File: src/rtl/cutthrough_pkg.sv
// Shared types for the cut-through filter stages: quote header layout,
// beat-0/beat-1 field offsets and the header parser state encoding.
package cutthrough_pkg;

  // Beat 0 carries msg_type and the 32-bit symbol field; only its low 24 bits are kept.
  localparam int MSG_TYPE_MSB  = 63;
  localparam int MSG_TYPE_LSB  = 56;
  localparam int SYMBOL_ID_MSB = 47;
  localparam int SYMBOL_ID_LSB = 24;
  // Beat 1 carries the Q16.16 price in its upper word.
  localparam int PRICE_MSB     = 63;
  localparam int PRICE_LSB     = 32;

  typedef struct packed {
    logic [7:0]  msg_type;
    logic [23:0] symbol_id;
    logic [31:0] price_q16_16;
  } header_t;

  typedef logic [1:0] parse_state_t;
  localparam parse_state_t ST_IDLE  = 2'd0;
  localparam parse_state_t ST_BEAT1 = 2'd1;
  localparam parse_state_t ST_BODY  = 2'd2;

endpackage

File: src/rtl/axis_skid_buffer.sv
// Two-entry registered skid buffer (main + skid register); payload passes unmodified, 1-cycle latency.
// Backpressure: s_rdy is a flop, low only while the skid register holds a beat.
module axis_skid_buffer #(
  parameter int WIDTH = 73
) (
  input  logic             clk,
  input  logic             rst,
  input  logic [WIDTH-1:0] s_dat,
  input  logic             s_vld,
  output logic             s_rdy,
  output logic [WIDTH-1:0] m_dat,
  output logic             m_vld,
  input  logic             m_rdy
);

  logic [WIDTH-1:0] main_dat_q, main_dat_d;
  logic [WIDTH-1:0] skid_dat_q, skid_dat_d;
  logic             main_vld_q, main_vld_d;
  logic             skid_vld_q, skid_vld_d;
  logic             rdy_q, rdy_d;
  logic             s_acc;

  always_comb begin
    s_acc      = s_vld && rdy_q;
    main_dat_d = main_dat_q;
    main_vld_d = main_vld_q;
    skid_dat_d = skid_dat_q;
    skid_vld_d = skid_vld_q;
    if (!main_vld_q || m_rdy) begin
      // Main register frees up: drain the skid first so ordering is kept.
      if (skid_vld_q) begin
        main_dat_d = skid_dat_q;
        main_vld_d = 1'b1;
        skid_vld_d = 1'b0;
      end else begin
        main_vld_d = s_acc;
        if (s_acc) begin
          main_dat_d = s_dat;
        end
      end
    end else if (s_acc) begin
      skid_dat_d = s_dat;
      skid_vld_d = 1'b1;
    end
    rdy_d = !skid_vld_d;
  end

  always_ff @(posedge clk) begin
    if (rst) begin
      main_dat_q <= '0;
      main_vld_q <= 1'b0;
      skid_dat_q <= '0;
      skid_vld_q <= 1'b0;
      rdy_q      <= 1'b0;
    end else begin
      main_dat_q <= main_dat_d;
      main_vld_q <= main_vld_d;
      skid_dat_q <= skid_dat_d;
      skid_vld_q <= skid_vld_d;
      rdy_q      <= rdy_d;
    end
  end

  assign s_rdy = rdy_q;
  assign m_dat = main_dat_q;
  assign m_vld = main_vld_q;

endmodule

File: src/rtl/tick_header_parser.sv
// Forwards the 64-bit stream through a skid buffer (1 cycle) and extracts the quote header from beats 0/1.
// Backpressure only from master_tready; a stalled pulse consumer drops new headers (pulse_overflow), never data.
// Optional counters stat_pkts/stat_runts/stat_overflows via `TICK_PARSER_STATS_EN.
module tick_header_parser
  import cutthrough_pkg::*;
#(
  parameter int WIDTH = 64
) (
  input  logic               clk,
  input  logic               rst,
  input  logic [WIDTH-1:0]   slave_tdata,
  input  logic [WIDTH/8-1:0] slave_byteEnable,
  input  logic               slave_tvalid,
  input  logic               slave_tlast,
  output logic               slave_tready,
  output logic [WIDTH-1:0]   master_tdata,
  output logic [WIDTH/8-1:0] master_byteEnable,
  output logic               master_tvalid,
  output logic               master_tlast,
  input  logic               master_tready,
  output logic               pulse_valid,
  input  logic               pulse_ready,
  output header_t            pulse_header,
  output logic               pulse_overflow
`ifdef TICK_PARSER_STATS_EN
  ,
  output logic [31:0]        stat_pkts,
  output logic [15:0]        stat_runts,
  output logic [15:0]        stat_overflows
`endif
);

  localparam int BE_W  = WIDTH / 8;
  localparam int PAY_W = WIDTH + BE_W + 1;

  if (WIDTH != 64) begin : g_width_check
    $error("tick_header_parser: WIDTH must be 64");
  end

  logic [PAY_W-1:0] fwd_dat;

  axis_skid_buffer #(.WIDTH(PAY_W)) u_skid (
    .clk   (clk),
    .rst   (rst),
    .s_dat ({slave_tdata, slave_byteEnable, slave_tlast}),
    .s_vld (slave_tvalid),
    .s_rdy (slave_tready),
    .m_dat (fwd_dat),
    .m_vld (master_tvalid),
    .m_rdy (master_tready)
  );

  assign {master_tdata, master_byteEnable, master_tlast} = fwd_dat;

  parse_state_t state_q, state_d;
  logic [7:0]   msg_type_q, msg_type_d;
  logic [23:0]  symbol_id_q, symbol_id_d;
  header_t      pulse_header_q, pulse_header_d;
  logic         pulse_valid_q, pulse_valid_d;
  logic         pulse_overflow_q, pulse_overflow_d;
  logic         beat_acc;
  logic         hdr_done;
  header_t      hdr_new;

  assign beat_acc = slave_tvalid && slave_tready;

  always_comb begin
    state_d              = state_q;
    msg_type_d           = msg_type_q;
    symbol_id_d          = symbol_id_q;
    hdr_done             = 1'b0;
    hdr_new.msg_type     = msg_type_q;
    hdr_new.symbol_id    = symbol_id_q;
    hdr_new.price_q16_16 = slave_tdata[PRICE_MSB:PRICE_LSB];
    if (beat_acc) begin
      case (state_q)
        ST_IDLE: begin
          msg_type_d  = slave_tdata[MSG_TYPE_MSB:MSG_TYPE_LSB];
          symbol_id_d = slave_tdata[SYMBOL_ID_MSB:SYMBOL_ID_LSB];
          if (!slave_tlast) begin
            state_d = ST_BEAT1;
          end
        end
        ST_BEAT1: begin
          hdr_done = 1'b1;
          state_d  = slave_tlast ? ST_IDLE : ST_BODY;
        end
        ST_BODY: begin
          if (slave_tlast) begin
            state_d = ST_IDLE;
          end
        end
        default: state_d = ST_IDLE;
      endcase
    end

    // A completing header may reuse the slot in the same cycle the consumer drains it.
    pulse_header_d   = pulse_header_q;
    pulse_valid_d    = pulse_valid_q;
    pulse_overflow_d = 1'b0;
    if (hdr_done) begin
      if (!pulse_valid_q || pulse_ready) begin
        pulse_header_d = hdr_new;
        pulse_valid_d  = 1'b1;
      end else begin
        pulse_overflow_d = 1'b1;
      end
    end else if (pulse_ready) begin
      pulse_valid_d = 1'b0;
    end
  end

  always_ff @(posedge clk) begin
    if (rst) begin
      state_q          <= ST_IDLE;
      msg_type_q       <= '0;
      symbol_id_q      <= '0;
      pulse_header_q   <= '0;
      pulse_valid_q    <= 1'b0;
      pulse_overflow_q <= 1'b0;
    end else begin
      state_q          <= state_d;
      msg_type_q       <= msg_type_d;
      symbol_id_q      <= symbol_id_d;
      pulse_header_q   <= pulse_header_d;
      pulse_valid_q    <= pulse_valid_d;
      pulse_overflow_q <= pulse_overflow_d;
    end
  end

  assign pulse_valid    = pulse_valid_q;
  assign pulse_header   = pulse_header_q;
  assign pulse_overflow = pulse_overflow_q;

`ifdef TICK_PARSER_STATS_EN
  logic [31:0] stat_pkts_q, stat_pkts_d;
  logic [15:0] stat_runts_q, stat_runts_d;
  logic [15:0] stat_overflows_q, stat_overflows_d;

  always_comb begin
    stat_pkts_d      = stat_pkts_q;
    stat_runts_d     = stat_runts_q;
    stat_overflows_d = stat_overflows_q;
    if (beat_acc && slave_tlast && (stat_pkts_q != '1)) begin
      stat_pkts_d = stat_pkts_q + 32'd1;
    end
    if (beat_acc && slave_tlast && (state_q == ST_IDLE) && (stat_runts_q != '1)) begin
      stat_runts_d = stat_runts_q + 16'd1;
    end
    if (pulse_overflow_d && (stat_overflows_q != '1)) begin
      stat_overflows_d = stat_overflows_q + 16'd1;
    end
  end

  always_ff @(posedge clk) begin
    if (rst) begin
      stat_pkts_q      <= '0;
      stat_runts_q     <= '0;
      stat_overflows_q <= '0;
    end else begin
      stat_pkts_q      <= stat_pkts_d;
      stat_runts_q     <= stat_runts_d;
      stat_overflows_q <= stat_overflows_d;
    end
  end

  assign stat_pkts      = stat_pkts_q;
  assign stat_runts     = stat_runts_q;
  assign stat_overflows = stat_overflows_q;
`endif

endmodule

File: config.mk
export PLATFORM = sky130hd
export DESIGN_NAME = tick_header_parser
export DESIGN_NICKNAME = d
export VERILOG_FILES = /design/src/rtl/cutthrough_pkg.sv /design/src/rtl/axis_skid_buffer.sv /design/src/rtl/tick_header_parser.sv
export SDC_FILE = /design/constraint.sdc
export NUM_CORES = 1
export LEC_CHECK = 0
export ABC_CLOCK_PERIOD_IN_PS = 1540
export BUFFER_PORTS_ARGS = -buffer_cell sky130_fd_sc_hd__buf_4
export CAP_MARGIN = 25
export CORE_MARGIN = 2
export CORE_UTILIZATION = 32
export DETAILED_ROUTE_END_ITERATION = 8
export PLACE_DENSITY_LB_ADDON = 0.15
export SLEW_MARGIN = 20
export SYNTH_ARGS = -nofsm -noshare
export SYNTH_HDL_FRONTEND = slang
export SYNTH_SLANG_ARGS = --single-unit
File: constraint.sdc
create_clock -name clk -period 1.54 [get_ports clk]
set_clock_uncertainty 0.15 [all_clocks]
set_input_delay 0.154 -clock clk [delete_from_list [all_inputs] [get_ports clk]]
set_output_delay 0.154 -clock clk [all_outputs]
set_load 0.005 [all_outputs]
==> results.env <==
ROUTE.VIAS.TOTAL=8275
MAXSLEWVIOLCOUNT=0
ROUTE.ANTENNA.REMAINING_NETS=0
STATUS='finished clean'
CLKTRANSATPATHREGS_PS=60
LEAKAGE_uW=0.005677
FIRST_PASS_ITERATION_COUNT_OF_THE_DETAILED_ROUTER=5
INITIAL_CORE_UTIL_PCT=32.21
CRIT_PATH_CLASS='in2reg'
SYNTHESIS.YOSYS.WARNINGS=0
CTS.SINK_COUNT=249
YOSYSUNIQUECELLTYPES=26
CRIT_PATH_START_KIND='primary input'
SYNTH.TOP_CELLS.BY_AREA='sky130_fd_sc_hd__dfxtp_1 (48%), sky130_fd_sc_hd__mux2i_1 (15%), sky130_fd_sc_hd__a211oi_2 (8.4%), sky130_fd_sc_hd__nand2b_1 (7.8%), sky130_fd_sc_hd__a21oi_1 (7.6%)'
HTREEDEPTH=1
SYNTH_SEQ_AREA_SHARE_PCT=47.92
TOTALWIRELENGTH_UM=29250
POST_SYNTH_INSTANCE_AREA_UM2=10400
FINAL_SETUP_FAILS=0
SLEW_HEADROOM_PCT=73.73
LAYOUT.CELLS.NON_FILLER=1786
MULTI_INPUT_COMB_AREA_UM2=4901
WORST_SKEW_PAIR.LATE_LATENCY_PS=540
DRT-VIAS-PER-INSTANCE=4.633
TRITONCTS_CLOCK_TREE='yes'
CRITICAL_PATH_CELL_SEQUENCE='dlygate4sd3_1, buf_4, a21o_4, and2_4, buf_4, a211oi_2'
GRT_MAX_DEGREE=54
CORE_AREA_UM2=32290
CRIT_PATH_START='slave_tvalid'
CRITICAL_PATH.REG2REG.ENDPOINT='u_skid.m_dat[54]$_SDFFE_PP0P_'
CLOCK_TREE.BUFFER_DEPTH=3
PORT-BUFFER-COUNT=218
MAXIMUM_FANOUT_COUNT_ALONG_THE_CRITICAL_PATH=13
MAXCAPVIOLATIONS=0
GLOBALROUTE.TOTALOVERFLOW=0
TIMING.CRITICAL_PATH.ARRIVAL_PS=1780
GRT_ANTENNA_BEFORE_REPAIR=0
GLOBALROUTETOTALUTIL_PCT=16.50
SYNTH_TOP_AREA_SHARE_PCT=47.92
SETUP.REG_TO_REG.WORST_SLACK_PS=90
POWER_DENSITY_nW_PER_UM2=1065
STD_CELL_ROWS=66
WORST_PIN_SLEW_PS=394.0
FINAL_NETS=1403
POST_ROUTE_CLOCK_PERIOD_UTILIZATION_PCT=95.62
WORST_R2R_PATH_DEPTH=4
AREAGROWTHSYNTHTOFINISH_PCT=38.97
MAPPEDNETLISTNETS=1126
HP-CLASS='in2reg'
NUM_IO_PINS=219
FINAL_PERIOD_MINUS_WORST_SETUP_SLACK_PS=1472
POST_ROUTE_CELLS_DRIVE_ABOVE_1_SHARE_PCT=29.39
PLACER_CONGESTION_ESTIMATE=0.6936
CLOCK-ROOT-BUFFER='sky130_fd_sc_hd__clkbuf_16'
WORST_PATH_MAX_STAGE_DELAY_PS=560
CRITICAL-PATH-SLOWEST-CELL='sky130_fd_sc_hd__dlygate4sd3_1'
SYNTH.FF_LATCH_COUNT=249
FINAL-HOLD-VIOLATION-COUNT=0
WORSTHOLDPATHCELLS=4
VDD.IR_DROP.WORST_V=0.0008353
REGTOREGSTARTPOINT='u_skid.skid_vld_q$_SDFF_PP0_'
FF_LATCH_AREA_UM2=4992
SYNTH_CELLS=1048
WL_PER_CELL_UM=16.38
SYNTH_AREA_LEADER_CELL='sky130_fd_sc_hd__dfxtp_1'
DRT_FIRST_ITER_VIOLATIONS=295
CTS_MADE_BUFFERS=30
END_KIND='register'
TIMING.FMAX_MHz=679.1
ANTENNADIODECOUNT=0
REQUIRED_PS=1840
DESIGN.DIE.AREA_UM2=33960
FIRST_GLOBAL_VIAS=7964
GRT_SETUP_UNREPAIRED='false'
SYN-MEAN-INSTANCE-AREA_UM2=9.925
DIE-WIDTH_UM=184.3
CRIT_PATH_FREQUENT_CELL='sky130_fd_sc_hd__buf_4'
LAST_ELEMENT_OF_THE_CRITICAL_PATH='u_skid.m_dat[54]$_SDFFE_PP0P_'
DP_CELLS=1656
WIRE_LENGTH_OF_THE_FIRST_GLOBAL_ROUTING_PASS_UM=44820
FIN_TNS_SETUP_PS=0
DP.FINAL_HPWL_UM=18920
DIE_HEIGHT_UM=184.3
DRC=0
FINAL.FILL_COUNT=3134
[how the worst min path moves through the flow]
stage / startpoint / endpoint / slack (ps)
detailed placement: slave_byteEnable[5] / u_skid.skid_dat_q[6]$_SDFFE_PP0P_ / 270
CTS: master_tready / u_skid.m_dat[14]$_SDFFE_PP0P_ / 30
global route: master_tready / u_skid.m_dat[14]$_SDFFE_PP0P_ / 60
finish: master_tready / u_skid.m_dat[14]$_SDFFE_PP0P_ / 60
floorplan: slave_tdata[24] / symbol_id_q[0]$_SDFFE_PP0P_ / 140
global placement: slave_tdata[5] / u_skid.skid_dat_q[14]$_SDFFE_PP0P_ / 260
[what timing repair did]
| item | 4_1_cts | 5_1_grt |
|---|---|---|
| cloned | 0 | 2 |
| buffers inserted | 0 | 1 |
| hold buffers | 76 | 0 |
| hold endpoints to repair | 223 | 0 |
| endpoints found under the setup margin | 12 | 55 |
| pin swaps | 0 | 1 |
| resized for setup | 1 | 7 |
[stage by stage]
stage / area (um2) / util [%] / hold slack, ps / worst slack [ps] / total power, uW
3_3_place_gp: 12640 / 39.14 / 260.0 / 39.40 / 8443
5_1_grt: 14460 / 44.77 / 63.00 / 1.614 / 16070
4_1_cts: 14380 / 44.53 / 25.37 / 9.534 / 15630
3_5_place_dp: 12640 / 39.14 / 271.3 / 16.32 / 8454
6_report: 14460 / 44.77 / 58.74 / 67.52 / 15400
2_1_floorplan: 10400 / - / 140.0 / 118.4 / 7725
[registers in the layout (all words and copies together), names as in the netlist]
name,count
u_skid.m_vld,1
symbol_id_q,24
msg_type_q,8
u_skid.s_rdy,1
u_skid.skid_dat_q,73
pulse_header,64
pulse_valid,1
state_q,2
pulse_overflow,1
u_skid.skid_vld_q,1
u_skid.m_dat,73
[cell usage after synthesis, drive strengths merged]
| cell type | instances |
|---|---|
| nand3 | 1 |
| and2 | 1 |
| nand4b | 2 |
| nand3b | 1 |
| and3b | 1 |
| a211oi | 73 |
| clkbuf | 17 |
| nor2b | 1 |
| mux2i | 161 |
| nand2 | 163 |
| a22oi | 1 |
| nand4bb | 1 |
| o21ai | 1 |
| and4b | 1 |
| a21o | 1 |
| buf | 78 |
| a21oi | 158 |
| and4bb | 1 |
| nand2b | 130 |
| dfxtp | 249 |
| nor2 | 4 |
| nor3 | 2 |
[power by group]
part	internal, uW	leakage (uW)	switching [uW]
Clock	4220	0.000488	2700
Sequential	6660	0.00203	122
Combinational	887	0.00316	803
[layout make-up]
class                   count  area share (%)
flip-flops and latches    249           34.54
multi-input cells         704           33.90
repair buffers            340           20.96
clock buffers              43           6.301
well taps                 442           3.826
clock inverters             8          0.4674
[logic make-up after synthesis]
| logic type | after synthesis | synth area share, % |
|---|---|---|
| and+or+nand+nor | 309 | 14.78 |
| AOI/OAI and AO/OA | 234 | 16.43 |
| DFF | 249 | 47.92 |
| muxes | 161 | 15.49 |
| buffers and inverters | 95 | 5.365 |
[worst max-delay path, delay by kind of cell]
family | cells | cell delay [ps]
buffers and inverters | 3 | 970
AND/OR/NAND/NOR | 1 | 210
AO/OA/AOI/OAI | 2 | 420
[placed cells by master, fill, tap and decap left out, types with 4 or more instances in the layout]
master,Yosys,routed
sky130_fd_sc_hd__dfxtp_1,249,245
sky130_fd_sc_hd__buf_4,6,240
sky130_fd_sc_hd__nand2_1,163,163
sky130_fd_sc_hd__mux2i_1,161,161
sky130_fd_sc_hd__a21oi_1,158,157
sky130_fd_sc_hd__nand2b_1,130,129
sky130_fd_sc_hd__dlygate4sd3_1,0,76
sky130_fd_sc_hd__a211oi_2,70,70
sky130_fd_sc_hd__clkbuf_16,0,33
sky130_fd_sc_hd__buf_12,0,19
sky130_fd_sc_hd__clkbuf_8,0,9
sky130_fd_sc_hd__clkinv_2,0,6
sky130_fd_sc_hd__nor2_1,4,4
[routing by layer]
metal | global-route usage, % | vias up | share of wire [%]
met5 | 0 | - | 0
met4 | 3.584 | 0 | 1.5
met3 | 3.893 | 31 | 6.0
met2 | 26.16 | 200 | 44
met1 | 22.78 | 3900 | 49
li1 | - | 4144 | -
(Power assumes the default switching activity.)
